File: src/rtl/parity_mem_ctrl_if.sv
// Requester, response and storage-side signals of the parity-protected storage controller.
interface parity_mem_ctrl_if #(
  parameter int unsigned CNT_W = 8
);
  logic             REQ_A;
  logic             REQ_B;
  logic             WE_A;
  logic             WE_B;
  logic [7:0]       WDATA_A;
  logic [7:0]       WDATA_B;
  logic             GNT_A;
  logic             GNT_B;
  logic             ACK_A;
  logic             ACK_B;
  logic             ERR_A;
  logic             ERR_B;
  logic [7:0]       RDATA;
  logic             BUSY;
  logic [CNT_W-1:0] ERR_CNT;
  logic             MEM_RD;
  logic             MEM_WR;
  logic [7:0]       MEM_DIN;
  logic [7:0]       MEM_DOUT;
  logic             MEM_PE;

  // Requesters plus storage model side.
  modport master (
    output REQ_A, REQ_B, WE_A, WE_B, WDATA_A, WDATA_B, MEM_DOUT, MEM_PE,
    input  GNT_A, GNT_B, ACK_A, ACK_B, ERR_A, ERR_B, RDATA, BUSY, ERR_CNT,
           MEM_RD, MEM_WR, MEM_DIN
  );

  // Controller side.
  modport slave (
    input  REQ_A, REQ_B, WE_A, WE_B, WDATA_A, WDATA_B, MEM_DOUT, MEM_PE,
    output GNT_A, GNT_B, ACK_A, ACK_B, ERR_A, ERR_B, RDATA, BUSY, ERR_CNT,
           MEM_RD, MEM_WR, MEM_DIN
  );
endinterface

File: src/rtl/parity_mem_ctrl.sv
// Round-robin sequencer for the parity-protected 8-bit storage: write-then-verify,
// bounded retries, per-requester completion/failure reporting.
module parity_mem_ctrl #(
  parameter int unsigned MAX_RETRY = 2,
  parameter int unsigned CNT_W     = 8
) (
  input logic              CLK,
  input logic              RSTN,
  parity_mem_ctrl_if.slave bus
);
  localparam int unsigned DATA_W  = 8;
  localparam int unsigned RETRY_W = 3;

  typedef enum logic [2:0] {
    S_IDLE,
    S_WRITE,
    S_VERIFY,
    S_READ,
    S_RESP
  } state_e;

  state_e              state_q, state_d;
  logic                owner_q, owner_d;   // 0 = A, 1 = B
  logic                rr_q, rr_d;         // preferred requester on a tie
  logic [DATA_W-1:0]   wdata_q, wdata_d;
  logic [RETRY_W-1:0]  retry_q, retry_d;
  logic                fail_q, fail_d;
  logic [CNT_W-1:0]    err_cnt_q, err_cnt_d;
  logic [DATA_W-1:0]   rdata_q, rdata_d;
  logic [DATA_W-1:0]   mem_din_q, mem_din_d;
  logic                gnt_a_q, gnt_a_d, gnt_b_q, gnt_b_d;
  logic                ack_a_q, ack_a_d, ack_b_q, ack_b_d;
  logic                err_a_q, err_a_d, err_b_q, err_b_d;
  logic                busy_q, busy_d;
  logic                mem_rd_q, mem_rd_d, mem_wr_q, mem_wr_d;
  logic                grant;
  logic                sel_we;
  logic                retry_ok;
  logic                cnt_sat;

  // Next-state, operand capture and registered-output decode.
  always_comb begin
    state_d   = state_q;
    owner_d   = owner_q;
    rr_d      = rr_q;
    wdata_d   = wdata_q;
    retry_d   = retry_q;
    fail_d    = fail_q;
    err_cnt_d = err_cnt_q;
    rdata_d   = rdata_q;
    mem_din_d = mem_din_q;
    grant     = 1'b0;
    sel_we    = 1'b0;
    retry_ok  = (retry_q < RETRY_W'(MAX_RETRY));
    cnt_sat   = &err_cnt_q;

    case (state_q)
      S_IDLE: begin
        if (bus.REQ_A || bus.REQ_B) begin
          owner_d = (bus.REQ_A && bus.REQ_B) ? rr_q : bus.REQ_B;
          sel_we  = owner_d ? bus.WE_B : bus.WE_A;
          wdata_d = owner_d ? bus.WDATA_B : bus.WDATA_A;
          retry_d = '0;
          fail_d  = 1'b0;
          grant   = 1'b1;
          state_d = sel_we ? S_WRITE : S_READ;
        end
      end
      S_WRITE: state_d = S_VERIFY;
      S_VERIFY: begin
        if (!bus.MEM_PE && (bus.MEM_DOUT == wdata_q)) begin
          state_d = S_RESP;
        end else begin
          if (!cnt_sat) err_cnt_d = err_cnt_q + CNT_W'(1);
          if (retry_ok) begin
            retry_d = retry_q + RETRY_W'(1);
            state_d = S_WRITE;
          end else begin
            fail_d  = 1'b1;
            state_d = S_RESP;
          end
        end
      end
      S_READ: begin
        rdata_d = bus.MEM_DOUT;
        if (!bus.MEM_PE) begin
          state_d = S_RESP;
        end else begin
          if (!cnt_sat) err_cnt_d = err_cnt_q + CNT_W'(1);
          if (retry_ok) begin
            retry_d = retry_q + RETRY_W'(1);
          end else begin
            fail_d  = 1'b1;
            state_d = S_RESP;
          end
        end
      end
      S_RESP: begin
        rr_d    = ~owner_q;
        state_d = S_IDLE;
      end
      default: state_d = S_IDLE;
    endcase

    if (state_d == S_WRITE) mem_din_d = wdata_d;

    gnt_a_d  = grant & ~owner_d;
    gnt_b_d  = grant & owner_d;
    mem_wr_d = (state_d == S_WRITE);
    mem_rd_d = (state_d == S_VERIFY) || (state_d == S_READ);
    busy_d   = (state_d != S_IDLE);
    ack_a_d  = (state_d == S_RESP) & ~owner_d;
    ack_b_d  = (state_d == S_RESP) & owner_d;
    err_a_d  = ack_a_d & fail_d;
    err_b_d  = ack_b_d & fail_d;
  end

  // State, operand and output registers.
  always_ff @(posedge CLK or negedge RSTN) begin
    if (!RSTN) begin
      state_q   <= S_IDLE;
      owner_q   <= 1'b0;
      rr_q      <= 1'b0;
      wdata_q   <= '0;
      retry_q   <= '0;
      fail_q    <= 1'b0;
      err_cnt_q <= '0;
      rdata_q   <= '0;
      mem_din_q <= '0;
      gnt_a_q   <= 1'b0;
      gnt_b_q   <= 1'b0;
      ack_a_q   <= 1'b0;
      ack_b_q   <= 1'b0;
      err_a_q   <= 1'b0;
      err_b_q   <= 1'b0;
      busy_q    <= 1'b0;
      mem_rd_q  <= 1'b0;
      mem_wr_q  <= 1'b0;
    end else begin
      state_q   <= state_d;
      owner_q   <= owner_d;
      rr_q      <= rr_d;
      wdata_q   <= wdata_d;
      retry_q   <= retry_d;
      fail_q    <= fail_d;
      err_cnt_q <= err_cnt_d;
      rdata_q   <= rdata_d;
      mem_din_q <= mem_din_d;
      gnt_a_q   <= gnt_a_d;
      gnt_b_q   <= gnt_b_d;
      ack_a_q   <= ack_a_d;
      ack_b_q   <= ack_b_d;
      err_a_q   <= err_a_d;
      err_b_q   <= err_b_d;
      busy_q    <= busy_d;
      mem_rd_q  <= mem_rd_d;
      mem_wr_q  <= mem_wr_d;
    end
  end

  assign bus.GNT_A   = gnt_a_q;
  assign bus.GNT_B   = gnt_b_q;
  assign bus.ACK_A   = ack_a_q;
  assign bus.ACK_B   = ack_b_q;
  assign bus.ERR_A   = err_a_q;
  assign bus.ERR_B   = err_b_q;
  assign bus.RDATA   = rdata_q;
  assign bus.BUSY    = busy_q;
  assign bus.ERR_CNT = err_cnt_q;
  assign bus.MEM_RD  = mem_rd_q;
  assign bus.MEM_WR  = mem_wr_q;
  assign bus.MEM_DIN = mem_din_q;
endmodule

File: src/flat_wrapper.sv
// flat-port wrapper written by rule: the top's interface ports become plain ports
module parity_mem_ctrl_flat 
#(
  parameter int unsigned MAX_RETRY = 2,
  parameter int unsigned CNT_W     = 8
)
  (CLK, RSTN, bus_REQ_A, bus_REQ_B, bus_WE_A, bus_WE_B, bus_WDATA_A, bus_WDATA_B, bus_MEM_DOUT, bus_MEM_PE, bus_GNT_A, bus_GNT_B, bus_ACK_A, bus_ACK_B, bus_ERR_A, bus_ERR_B, bus_RDATA, bus_BUSY, bus_ERR_CNT, bus_MEM_RD, bus_MEM_WR, bus_MEM_DIN);
  parity_mem_ctrl_if #(.CNT_W(CNT_W)) bus_i ();
  input logic CLK;
  input logic RSTN;
  input wire logic [$bits(bus_i.REQ_A)-1:0] bus_REQ_A;
  input wire logic [$bits(bus_i.REQ_B)-1:0] bus_REQ_B;
  input wire logic [$bits(bus_i.WE_A)-1:0] bus_WE_A;
  input wire logic [$bits(bus_i.WE_B)-1:0] bus_WE_B;
  input wire logic [$bits(bus_i.WDATA_A)-1:0] bus_WDATA_A;
  input wire logic [$bits(bus_i.WDATA_B)-1:0] bus_WDATA_B;
  input wire logic [$bits(bus_i.MEM_DOUT)-1:0] bus_MEM_DOUT;
  input wire logic [$bits(bus_i.MEM_PE)-1:0] bus_MEM_PE;
  output wire logic [$bits(bus_i.GNT_A)-1:0] bus_GNT_A;
  output wire logic [$bits(bus_i.GNT_B)-1:0] bus_GNT_B;
  output wire logic [$bits(bus_i.ACK_A)-1:0] bus_ACK_A;
  output wire logic [$bits(bus_i.ACK_B)-1:0] bus_ACK_B;
  output wire logic [$bits(bus_i.ERR_A)-1:0] bus_ERR_A;
  output wire logic [$bits(bus_i.ERR_B)-1:0] bus_ERR_B;
  output wire logic [$bits(bus_i.RDATA)-1:0] bus_RDATA;
  output wire logic [$bits(bus_i.BUSY)-1:0] bus_BUSY;
  output wire logic [$bits(bus_i.ERR_CNT)-1:0] bus_ERR_CNT;
  output wire logic [$bits(bus_i.MEM_RD)-1:0] bus_MEM_RD;
  output wire logic [$bits(bus_i.MEM_WR)-1:0] bus_MEM_WR;
  output wire logic [$bits(bus_i.MEM_DIN)-1:0] bus_MEM_DIN;
  assign bus_i.REQ_A = bus_REQ_A;
  assign bus_i.REQ_B = bus_REQ_B;
  assign bus_i.WE_A = bus_WE_A;
  assign bus_i.WE_B = bus_WE_B;
  assign bus_i.WDATA_A = bus_WDATA_A;
  assign bus_i.WDATA_B = bus_WDATA_B;
  assign bus_i.MEM_DOUT = bus_MEM_DOUT;
  assign bus_i.MEM_PE = bus_MEM_PE;
  assign bus_GNT_A = bus_i.GNT_A;
  assign bus_GNT_B = bus_i.GNT_B;
  assign bus_ACK_A = bus_i.ACK_A;
  assign bus_ACK_B = bus_i.ACK_B;
  assign bus_ERR_A = bus_i.ERR_A;
  assign bus_ERR_B = bus_i.ERR_B;
  assign bus_RDATA = bus_i.RDATA;
  assign bus_BUSY = bus_i.BUSY;
  assign bus_ERR_CNT = bus_i.ERR_CNT;
  assign bus_MEM_RD = bus_i.MEM_RD;
  assign bus_MEM_WR = bus_i.MEM_WR;
  assign bus_MEM_DIN = bus_i.MEM_DIN;
  parity_mem_ctrl #(.MAX_RETRY(MAX_RETRY), .CNT_W(CNT_W)) u_core (.CLK(CLK), .RSTN(RSTN), .bus(bus_i));
endmodule
File: config.mk
export PLATFORM = sky130hd
export DESIGN_NAME = parity_mem_ctrl_flat
export DESIGN_NICKNAME = d
export VERILOG_FILES = /design/src/rtl/parity_mem_ctrl_if.sv /design/src/rtl/parity_mem_ctrl.sv /design/src/flat_wrapper.sv
export SDC_FILE = /design/constraint.sdc
export NUM_CORES = 1
export LEC_CHECK = 0
export BUFFER_PORTS_ARGS = -buffer_cell sky130_fd_sc_hd__buf_4
export CAP_MARGIN = 20
export CORE_MARGIN = 10
export CORE_UTILIZATION = 30
export DETAILED_ROUTE_END_ITERATION = 7
export GPL_TIMING_DRIVEN = 0
export PLACE_DENSITY_LB_ADDON = 0.3
export SLEW_MARGIN = 20
export SYNTH_ARGS = -nofsm -noshare
export SYNTH_HDL_FRONTEND = slang
export SYNTH_SLANG_ARGS = --single-unit
File: constraint.sdc
create_clock -name CLK -period 5.6 [get_ports CLK]
set_input_delay 1.12 -clock CLK [delete_from_list [all_inputs] [get_ports CLK]]
set_output_delay 1.12 -clock CLK [all_outputs]
set_load 0.01 [all_outputs]
## Word level (Yosys, flattened, before mapping)

Index checks and enable logic that the tools add are counted.

- Output and inout port bits: 33
- Bits in registers: 50

- Equal/unequal tests: 12
- Reductions and logical operators: 12
- Muxes and demuxes: 30
- Add/subtract/negate cells: 2
- Magnitude comparators: 1
- Bitwise gates (word level): 8

Operators with widths:

| cell | number |
|---|---|
| 8-bit two-way mux | 6 |
| 3-bit two-way mux | 9 |
| 8-bit one-hot mux with 2 select lines | 1 |
| 3-bit by 2-bit == test with 1-bit output, second input constant | 4 |
| 3-bit one-hot mux with 4 select lines | 1 |
| 1-bit two-way mux | 10 |
| 3-bit one-hot mux with 3 select lines | 1 |
| 8-bit by 1-bit adder with 8-bit output, second input constant | 1 |
| 8-bit == test | 1 |
| 8-bit AND reduction | 1 |
| 1-bit AND | 6 |
| 3-bit by 1-bit == test with 1-bit output, second input constant | 2 |
| 3-bit == test, second input constant | 2 |
| 3-bit nonzero test | 2 |
| 2-bit inequality test, second input constant | 2 |
| 4-bit AND reduction | 1 |
| 3-bit by 1-bit adder with 3-bit output, second input constant | 1 |
| 3-bit zero test | 1 |
| 3-bit by 2-bit < comparator with 1-bit output, second input constant | 1 |
| 1-bit one-hot mux with 3 select lines | 1 |
| 3-bit AND reduction | 1 |
| 1-bit logical AND | 2 |
| 1-bit logical OR | 2 |
| 2-bit two-way mux | 1 |
| other kinds (4) | 5 |

## Depth between registers and ports, before layout

- Word-level depth: 9
- Gate-level depth with buffers: 7
- Mapped depth without buffers: 6

## Worst setup path after synthesis

No wires, ideal clock.

- Path type: input to register
- Start point: in bus_REQ_B
- End point: reg u_core.mem_din_q[0], in the netlist u_core.bus.MEM_DIN[0]
- Arrival time: 2.404 ns
- Path slack: 3.071 ns
- Setup time: 0.125 ns
- Required time: 5.475 ns
- Stages: 6
- Cell sequence: or2_2 -> a32oi_1 -> a41o_1 -> inv_4 -> o221ai_4 -> mux2_4

- Elaborated cells on any way between the ends: 11

RTL lines:

| what | line | source |
|---|---|---|
| from (decl) | flat_wrapper.sv:12 | `input wire logic [$bits(bus_i.REQ_B)-1:0] bus_REQ_B;` |
| 1-bit logical OR | parity_mem_ctrl.sv:59 | `if (bus.REQ_A \|\| bus.REQ_B) begin` |
| 3-bit two-way mux | parity_mem_ctrl.sv:59 |  |
| 3-bit one-hot mux with 4 select lines | parity_mem_ctrl.sv:57 | `case (state_q)` |
| named net u_core.state_d[0] | parity_mem_ctrl.sv:22 | `state_e state_q, state_d;` |
| 3-bit by 1-bit == test with 1-bit output | parity_mem_ctrl.sv:105 | `if (state_d == S_WRITE) mem_din_d = wdata_d;` |
| to (signal assigned) | parity_mem_ctrl.sv:148 | `mem_din_q <= mem_din_d;` |
| to (decl) | parity_mem_ctrl.sv:30 | `logic [DATA_W-1:0] mem_din_q, mem_din_d;` |

The timed path passes the listed nets, and every way through them passes these cells.
A chain may end at the register's enable or synchronous reset.

## Final worst setup path

- Start point: in bus_MEM_DOUT[7]
- End point: reg u_core.mem_din_q[6], in the netlist u_core.bus.MEM_DIN[6]

- Longest elaborated chain between the ends: 5

RTL lines:

| what | line | source |
|---|---|---|
| from (decl) | flat_wrapper.sv:17 | `input wire logic [$bits(bus_i.MEM_DOUT)-1:0] bus_MEM_DOUT;` |
| 8-bit == test | parity_mem_ctrl.sv:71 | `if (!bus.MEM_PE && (bus.MEM_DOUT == wdata_q)) begin` |
| 1-bit logical AND | parity_mem_ctrl.sv:71 |  |
| 3-bit two-way mux | parity_mem_ctrl.sv:71 |  |
| 3-bit one-hot mux with 4 select lines | parity_mem_ctrl.sv:57 |  |
| named net u_core.state_d[0] | parity_mem_ctrl.sv:22 |  |
| 3-bit by 1-bit == test with 1-bit output | parity_mem_ctrl.sv:105 |  |

The timed path passes the listed nets, and every way through them passes these cells.

==> reports/metrics.cfg <==
[outcome]
outcome = finished, final reports clean

[drt]
wl_um = 5627
ant_nets = 0
wl_per_cell_um = 15.59
drtPass1Iterations = 4
drcViolationCount = 0
drtIter0Drc = 54
routed-via-count = 1681
via_per_inst = 4.657

[logic_synthesis]
yosys_warnings = 0
ys.flop_type = dfrtp_1
seq_area_frac_synth_pct = 55.01
ys_ff_latch = 50
ys_types = 42
syn-mean-instance-area_um2 = 11.91
synth_edf_count = 0
synth_nets = 224
async_flop_share_pct = 100.0
syn_area_um2 = 2275
syn_inst = 191

[critical_path]
critPathMaxFanout = 9
crit_required_ns = 5.78
crit_slowest_cell = nor3_1
worstSetupPathType = in -> reg
cpPeakStageDelay_ns = 0.46
end_kind = register
critPathArrivalTime_ns = 2.80
path_cells = buf_4 -> xor2_1 -> nor3_1 -> a41o_1 -> inv_4 -> o221ai_4 -> mux2_4
start_kind = input port

[placement]
globalplace.congestion = 0.7795
dp_hpwl_um = 4307
numPlacedInstances = 353
io_buffers = 63

[cts]
cts_tree = built
clkSlewWorstSetupHoldPaths_ns = 0.09
cts_setup_buffers = 0
cts_made_buffers = 5
cts_max_level = 2
cts_buffer_depth = 2
clk_latency_ns = 0.30
ctsRootBufferMaster = clkbuf_8
ctsHoldBuffers = 0
clock-sinks = 50
postCtsResizedCells = 0

[pwr]
vdd_drop_max_v = 0.0002089
power.switching_mw = 0.6371
switching_share_pct = 37.47
p_comb_share_pct = 48.2
p_leak_nw = 1.481
seqPwrFrac_pct = 37.2
internal_power_mw = 1.063
clockPowerShare_pct = 14.7
p_per_area_nw_per_um2 = 571.0

[grt]
globalRouteTotalUtil_pct = 9.811
grt_max_degree = 51
grt_pass1_vias = 1778
grt_overflow_total = 0
grt_pass1_wl_um = 9032
antenna_found_initial = 0

[layout]
fillCellCount = 725
drive_gt1_share_pct = 36.64
diodes = 0
finalNetCount = 294
final_cell_mix = buf_4 (64), dfrtp_1 (50), nand2_1 (18), xor2_1 (15), nor2_1 (13)
final_common_cell = buf_4
fin_cells = 361
area_growth_pct = 30.91

[timing]
skew_ns = 0.005586
rsz0062_at_grt = false
clock.fmax_mhz = 381.9
finalSetupTns_ns = 0
maxSlewViolCount = 0
setup_violations = 0
worst_pin_slew_ns = 0.6425
finalCriticalPeriod_ns = 2.619
post-route-period-util_pct = 46.76
slew-limit-headroom_pct = 57.17
hold_slack_ns = 0.4888
finalHoldViolCount = 0

[floorplanning]
die_h_um = 107.1
coreArea_um2 = 7331
die_area_um2 = 11470
initial_core_util_pct = 31.03
rows = 31
die_w_um = 107.1
io_pins = 64

[run]
maxCapViolations = 0

[min_path]
hold_class = reg -> reg

[layout make-up]
class / instances / area, um^2 / area share (%)
inverters: 8 / 32.53 / 1.092
well taps: 99 / 123.9 / 4.160
clock buffers: 7 / 76.32 / 2.563
multi-input cells: 129 / 963.4 / 32.35
repair buffers: 63 / 473.0 / 15.88
plain buffers: 4 / 27.53 / 0.9244
clock inverters: 1 / 30.03 / 1.008
flip-flops and latches: 50 / 1251 / 42.02
[layer usage]
metal | vias up | share of wire [%] | global-route usage, %
met5 | - | 0 | 0
met4 | 0 | 1.0 | 2.901
met3 | 5 | 6.0 | 3.054
met2 | 43 | 50 | 16.32
met1 | 826 | 43 | 11.87
li1 | 807 | - | -
[cells by family (layout without fill, tap and decap cells)]
group	after synthesis	in the layout	synth area share, %
buffers and inverters	12	83	2.640
AO/OA/AOI/OAI	25	25	8.032
flip-flops	50	50	55.01
AND/OR/NAND/NOR	62	62	14.19
XOR/XNOR	15	15	5.776
adder cells (fa/ha/maj)	2	2	1.100
multiplexers	25	25	13.26
[registers in the layout, indices dropped and copies added, names as in the netlist, 3 cells and up]
| name | count |
|---|---|
| u_core.bus.ERR_CNT | 8 |
| u_core.bus.MEM_DIN | 8 |
| u_core.bus.RDATA | 8 |
| u_core.retry_q | 3 |
| u_core.state_q | 3 |
| u_core.wdata_q | 8 |
[power by group through the flow]
stage | Clock [mW] | Combinational [mW] | Sequential [mW]
finish | 0.250 | 0.819 | 0.632
CTS | 0.254 | 0.833 | 0.634
global route | 0.271 | 0.902 | 0.655
detailed placement | 0 | 0.828 | 0.639
global placement | 0 | 0.815 | 0.635
floorplan | 0 | 0.476 | 0.669
[final timing paths]
check | startpoint | endpoint | slack [ns] | cells after the start
max in group asynchronous | RSTN | u_core.fail_q$_DFF_PN0_ | 4.33 | 1
min | u_core.owner_q$_DFF_PN0_ | u_core.rr_q$_DFFE_PN0N_ | 0.49 | 1
max | bus_MEM_DOUT[7] | u_core.bus.MEM_DIN[6]$_DFFE_PN0P_ | 2.98 | 7
min in group asynchronous | RSTN | u_core.wdata_q[4]$_DFF_PN0_ | 0.85 | 1
max reg2reg | u_core.state_q[1]$_DFF_PN0_ | u_core.bus.ERR_B$_DFF_PN0_ | 3.29 | 5
min reg2reg | u_core.owner_q$_DFF_PN0_ | u_core.rr_q$_DFFE_PN0N_ | 0.49 | 1
[metrics by stage]
step	setup WS (ns)	util, %	area, um^2	power (mW)
2_1_floorplan	3.071	-	2275	1.145
3_3_place_gp	2.718	39.17	2872	1.450
3_5_place_dp	2.704	39.17	2872	1.467
4_1_cts	3.009	40.62	2978	1.721
5_1_grt	2.940	40.62	2978	1.827
6_report	2.981	40.62	2978	1.700
[synth_stat cells, types with 2 or more instances]
| cell | count | area [um^2] |
|---|---|---|
| mux2_2 | 9 | 101.4 |
| xor2_1 | 15 | 131.4 |
| ha_1 | 2 | 25.02 |
| nor2_1 | 13 | 48.80 |
| nor2b_1 | 3 | 18.77 |
| nand3_1 | 2 | 10.01 |
| nand2_1 | 18 | 67.56 |
| and4_1 | 2 | 17.52 |
| mux2i_1 | 8 | 80.08 |
| nor4_1 | 2 | 12.51 |
| inv_1 | 7 | 26.28 |
| and2_1 | 2 | 12.51 |
| mux2_4 | 8 | 120.1 |
| nand2b_1 | 3 | 18.77 |
| a32oi_1 | 2 | 17.52 |
| nand4_1 | 3 | 18.77 |
| a21oi_1 | 6 | 30.03 |
| o21ai_0 | 8 | 40.04 |
| dfrtp_1 | 50 | 1251 |
| nor3_1 | 6 | 30.03 |
[critical path: cells and delay by family]
kind	cells	cell delay, ns
buffers and inverters	2	0.19
AND/OR/NAND/NOR	1	0.46
XOR/XNOR	1	0.14
multiplexers	1	0.35
AO/OA/AOI/OAI	2	0.54
(Power assumes the default switching activity.)
